==> src/rtl/intra_layer_block_executor.sv <==
// Consumer side of the intra-layer block scheduler: latches a two-part block
// descriptor, streams one element command per index and reports block completion.
module intra_layer_block_executor #(
  parameter int ADDR_W          = 32,
  parameter int MAX_OUTSTANDING = 4
) (
  input  logic              clk_i,
  input  logic              rst_ni,
  input  logic [ADDR_W-1:0] block0_start_i,
  input  logic [ADDR_W-1:0] block0_length_i,
  input  logic [ADDR_W-1:0] block1_start_i,
  input  logic [ADDR_W-1:0] block1_length_i,
  input  logic [1:0]        block_type_i,
  output logic              block_finish_valid_o,
  output logic              cmd_valid_o,
  input  logic              cmd_ready_i,
  output logic [ADDR_W-1:0] cmd_index_o,
  output logic              cmd_sel_o,
  output logic [1:0]        cmd_type_o,
  output logic              cmd_last_o,
  input  logic              rsp_valid_i,
  output logic              busy_o
);

  localparam int CNT_W = 4;
  localparam logic [CNT_W-1:0]  MAX_OUT = CNT_W'(MAX_OUTSTANDING);
  localparam logic [ADDR_W-1:0] ONE     = ADDR_W'(1);
  localparam logic [ADDR_W-1:0] TWO     = ADDR_W'(2);

  typedef enum logic [2:0] {
    S_IDLE,
    S_ISSUE,
    S_DRAIN,
    S_DONE,
    S_HOLD
  } state_t;

  state_t            state;
  logic [CNT_W-1:0]  outstanding;
  logic [ADDR_W-1:0] blk1_start;
  logic [ADDR_W-1:0] blk1_length;
  logic [ADDR_W-1:0] remaining;    // elements left in the current sub-block, current one included
  logic              blk_empty;

  logic              xfer;
  logic              rsp_take;
  logic [CNT_W-1:0]  outstanding_nxt;
  logic              can_issue;

  logic [ADDR_W-1:0] first_index;
  logic [ADDR_W-1:0] first_remaining;
  logic              first_sel;
  logic              first_last;
  logic              first_empty;

  logic [ADDR_W-1:0] step_index;
  logic [ADDR_W-1:0] step_remaining;
  logic              step_sel;
  logic              step_last;

  // Valid is registered, so it is computed from the occupancy the counter will
  // hold next cycle; this keeps the in-flight limit exact without a bubble.
  always_comb begin
    xfer            = cmd_valid_o & cmd_ready_i;
    rsp_take        = rsp_valid_i & (outstanding != '0);
    outstanding_nxt = outstanding + CNT_W'(xfer) - CNT_W'(rsp_take);
    can_issue       = outstanding_nxt < MAX_OUT;
  end

  // First element straight from the descriptor inputs, skipping an empty sub-block 0.
  // NOTE: every variable gets a value before any branch so no latch can be inferred.
  always_comb begin
    first_index     = block0_start_i;
    first_remaining = block0_length_i;
    first_sel       = 1'b0;
    first_last      = (block0_length_i == ONE) && (block1_length_i == '0);
    first_empty     = 1'b0;
    if (block0_length_i == '0) begin
      first_index     = block1_start_i;
      first_remaining = block1_length_i;
      first_sel       = 1'b1;
      first_last      = (block1_length_i == ONE);
      first_empty     = (block1_length_i == '0);
    end
  end

  // Element following the one currently presented; index math wraps at 2^ADDR_W.
  always_comb begin
    step_index     = cmd_index_o + ONE;
    step_remaining = remaining - ONE;
    step_sel       = cmd_sel_o;
    step_last      = (remaining == TWO) && (cmd_sel_o || (blk1_length == '0));
    if (!cmd_sel_o && (remaining == ONE)) begin
      step_index     = blk1_start;
      step_remaining = blk1_length;
      step_sel       = 1'b1;
      step_last      = (blk1_length == ONE);
    end
  end

  // NOTE: sequential state uses non-blocking assignments only, so every register
  // in this block sees the pre-edge values of the others.
  always_ff @(posedge clk_i or negedge rst_ni) begin
    if (!rst_ni) begin
      state                <= S_IDLE;
      outstanding          <= '0;
      blk1_start           <= '0;
      blk1_length          <= '0;
      remaining            <= '0;
      blk_empty            <= 1'b0;
      block_finish_valid_o <= 1'b0;
      cmd_valid_o          <= 1'b0;
      cmd_index_o          <= '0;
      cmd_sel_o            <= 1'b0;
      cmd_type_o           <= 2'b00;
      cmd_last_o           <= 1'b0;
      busy_o               <= 1'b0;
    end else begin
      outstanding          <= outstanding_nxt;
      block_finish_valid_o <= 1'b0;

      case (state)
        S_IDLE: begin
          if (block_type_i != 2'b00) begin
            blk1_start  <= block1_start_i;
            blk1_length <= block1_length_i;
            cmd_type_o  <= block_type_i;
            cmd_index_o <= first_index;
            remaining   <= first_remaining;
            cmd_sel_o   <= first_sel;
            cmd_last_o  <= first_last;
            blk_empty   <= first_empty;
            cmd_valid_o <= !first_empty && can_issue;
            busy_o      <= 1'b1;
            state       <= S_ISSUE;
          end
        end

        S_ISSUE: begin
          if (blk_empty) begin
            block_finish_valid_o <= 1'b1;
            state                <= S_DONE;
          end else if (xfer && cmd_last_o) begin
            cmd_valid_o <= 1'b0;
            state       <= S_DRAIN;
          end else if (xfer) begin
            cmd_index_o <= step_index;
            remaining   <= step_remaining;
            cmd_sel_o   <= step_sel;
            cmd_last_o  <= step_last;
            cmd_valid_o <= can_issue;
          end else begin
            cmd_valid_o <= can_issue;
          end
        end

        S_DRAIN: begin
          if (outstanding == '0) begin
            block_finish_valid_o <= 1'b1;
            state                <= S_DONE;
          end
        end

        S_DONE: begin
          busy_o <= 1'b0;
          state  <= S_HOLD;
        end

        S_HOLD: begin
          state <= S_IDLE;
        end

        default: begin
          state <= S_IDLE;
        end
      endcase
    end
  end

endmodule

==> config.mk <==
export PLATFORM = sky130hd
export DESIGN_NAME = intra_layer_block_executor
export DESIGN_NICKNAME = d
export VERILOG_FILES = /design/src/rtl/intra_layer_block_executor.sv
export SDC_FILE = /design/constraint.sdc
export NUM_CORES = 1
export LEC_CHECK = 0
export CORE_MARGIN = 2
export CORE_UTILIZATION = 55
export CTS_CLUSTER_DIAMETER = 100
export DETAILED_ROUTE_END_ITERATION = 12
export PLACE_DENSITY = 0.94
export SKIP_CTS_REPAIR_TIMING = 1
export SLEW_MARGIN = 10
export SYNTH_ARGS = -nofsm -noshare
export SYNTH_HDL_FRONTEND = slang
export SYNTH_SLANG_ARGS = --single-unit
==> constraint.sdc <==
create_clock -name clk_i -period 6.4 [get_ports clk_i]
set_input_delay 1.28 -clock clk_i [delete_from_list [all_inputs] [get_ports clk_i]]
set_output_delay 1.28 -clock clk_i [all_outputs]
set_load 0.005 [all_outputs]
==> metrics.yaml <==
firstDrtPassIters: 5
synth_edf_count: 0
dieHeight_um: 128.4
grt_pass1_vias: 8769
yosysWarnings: 0
synth_nets: 1164
grt_overflow: 0
pin_count: 173
yosysUniqueCellTypes: 64
core_um2: 15150
grt_max_degree: 91
h-tree-depth: 4
syn_area_per_cell_um2: 8.347
worst_slew_pin_slew_ns: 1.070
max_freq_mhz: 255.8
diodes: 0
reg2reg_depth: 6
setup_viol: 0
critical_path.endpoint_type: "flop"
fillers: 1052
clock-root-buffer: "clkbuf_16"
drv_cap: 0
clock_sinks: 143
initial_core_util: 0.5622
synth_area_um2: 8514
ir_worst_vdd_uv: 269.8
rsz0062_at_grt: "no"
antenna_found_initial: 0
cp_max_fo: 50
startpoint_type: "flop"
vias_per_cell: 6.606
synth_async_sr_flop_share: 1.000
fin_tns_setup_ns: 0
clock_skew_ns: 0.01328
track_usage: 0.3342
required_ns: 6.73
synth_top_area_share: 0.4203
wl_per_cell_um: 20.22
gr-usage-met2: 0.5335
synth_area_leaders: "dfrtp_1 42%, nand2_1 12%, a21oi_1 3.3%"
synth.most_common_cell: "nand2_1"
yosys.area.top_type: "dfrtp_1"
synthFlopType: "dfrtp_1"
area_growth_syn_to_layout_pct: 28.79
die_w_um: 128.4
ant_nets: 0
status: "completed"
die-area_um2: 16490
layout-drive-gt1-share: 0.06661
fin_crit_sh: 0.6107
pwr_density_cell_nw_per_um2: 454.4
grt_most_used_layer: "met2"
critPathArrivalTime_ns: 4.24
synth_seq_cells: 143
drc: 0
io_buffers: 172
fin_crit_ns: 3.909
met3_usage: 0.07526
dp_slack_ns: 2.213
detailed_place_hpwl_um: 18240
max_slew_margin: 0.2801
via_count: 8978
clock_latency_ns: 0.44
setup_ws_ns: 2.491
leakage_nw: 4.537
gp_congestion: 0.9692
cts_buffers: 17
crit_type: "flop to flop"
finalNetCount: 1303
hold_viol: 0
clockBufferDepth: 2
holdPathStages: 2
drtIter0Drc: 1234
grt_pass1_wl_um: 43270
finalMaxSlewViolations: 0
drt_wl_total_um: 27470
syn_inst: 1020
synth_seq_area_share: 0.4203
cts_tree: "yes"
gr-usage-met1: 0.4178
hp-class: "flop to flop"
rows: 45
cts.clk_slew.worst_paths_ns: 0.06
netlist_top_cells_count: "264 x nand2_1, 143 x dfrtp_1, 73 x nor2_1, 57 x clkbuf_1, 56 x a21oi_1"
-- stage by stage --
step | power (mW) | util | instance area (um2) | cells | hold slack [ns]
3_3_place_gp | 3.744 | 0.6840 | 10360 | 1328 | 0.4528
3_5_place_dp | 3.861 | 0.6840 | 10360 | 1328 | 0.4577
6_report | 4.982 | 0.7240 | 10970 | 1359 | 0.4750
2_1_floorplan | 3.046 | - | 8514 | 1020 | 0.4404
4_1_cts | 4.923 | 0.7240 | 10970 | 1359 | 0.4760
5_1_grt | 5.257 | 0.7240 | 10970 | 1359 | 0.5010
-- critical path, stage by stage (launching register included) --
cell     delay [ns]
dfrtp_1        0.43
nor4_1         0.64
nand4_1        0.46
or4_2          1.26
nand2_1        0.54
o21ai_0        0.18
a22oi_1        0.28
-- metal layers --
| layer | wire, um | part of all wire |
|---|---|---|
| met5 | 0 | 0 |
| met4 | 1573 | 0.057 |
| met3 | 2878 | 0.10 |
| met2 | 12840 | 0.47 |
| met1 | 10180 | 0.37 |
-- power breakdown --
part / switching (mW) / leakage [nW] / internal (mW)
registers: 0.520 / 1.74 / 1.34
logic: 1.14 / 2.50 / 0.950
clock network: 0.396 / 0.297 / 0.638
-- sequential cells by signal (all words and copies together) (netlist names) --
register	cells
cmd_type_o	2
state	3
blk_empty	1
blk1_start	32
blk1_length	32
cmd_index_o	32
block_finish_valid_o	1
cmd_last_o	1
busy_o	1
cmd_sel_o	1
cmd_valid_o	1
remaining	32
outstanding	4
-- layout make-up --
class / count / area, um2 / share of cell area
multi-input cells: 799 / 4684 / 0.4272
well taps: 188 / 235.2 / 0.02145
clock buffers: 20 / 466.7 / 0.04256
repair buffers: 183 / 1805 / 0.1647
clock inverters: 11 / 138.9 / 0.01267
inverters: 15 / 56.30 / 0.005135
flip-flops and latches: 143 / 3578 / 0.3263
-- kinds of logic (layout without fill, tap and decap cells) --
kind of cell,count (synthesis),count (layout),share of synthesized area
AO/OA/AOI/OAI,226,226,0.1772
AND/OR/NAND/NOR,479,479,0.2576
buffers and inverters,78,229,0.03483
XOR/XNOR,46,46,0.04732
adder cells (fa/ha/maj),10,10,0.01558
multiplexers,38,38,0.04717
flip-flops,143,143,0.4203
-- placed cells by master (no fill, tap or decap), types with 4 or more instances in the layout --
cell type,instances
or4_1,4
o21ai_0,53
nor3_1,26
inv_1,15
nor4_4,4
nand3_1,26
mux2_2,17
clkbuf_16,17
xnor2_1,26
o211ai_1,15
mux2i_1,21
dfrtp_1,143
nand2_1,263
a22oi_1,14
nand4_1,21
ha_1,9
a211oi_1,16
a221o_1,16
a311o_1,4
a21oi_1,56
a22o_1,8
clkinv_2,5
buf_4,11
xor2_1,20
clkdlybuf4s50_1,171
o31ai_1,5
nor2_1,71
a2bb2oi_1,4
and3_1,5
a31oi_1,4
o22ai_1,4
nor4_1,29
-- path summary, 6_finish.rpt --
path / from / endpoint / slack, ns
worst max-delay path: remaining[20] / remaining[17] / 2.49
worst min-delay path: blk1_start[14] / blk1_start[14] / 0.47
worst max register to register: remaining[20] / remaining[17] / 2.49
worst min register to register: blk1_start[14] / blk1_start[14] / 0.47
max in group asynchronous: rst_ni / cmd_sel_o / 4.29
min in group asynchronous: rst_ni / blk1_length[23] / 0.89
No activity file was read; power rests on OpenSTA's default activity.
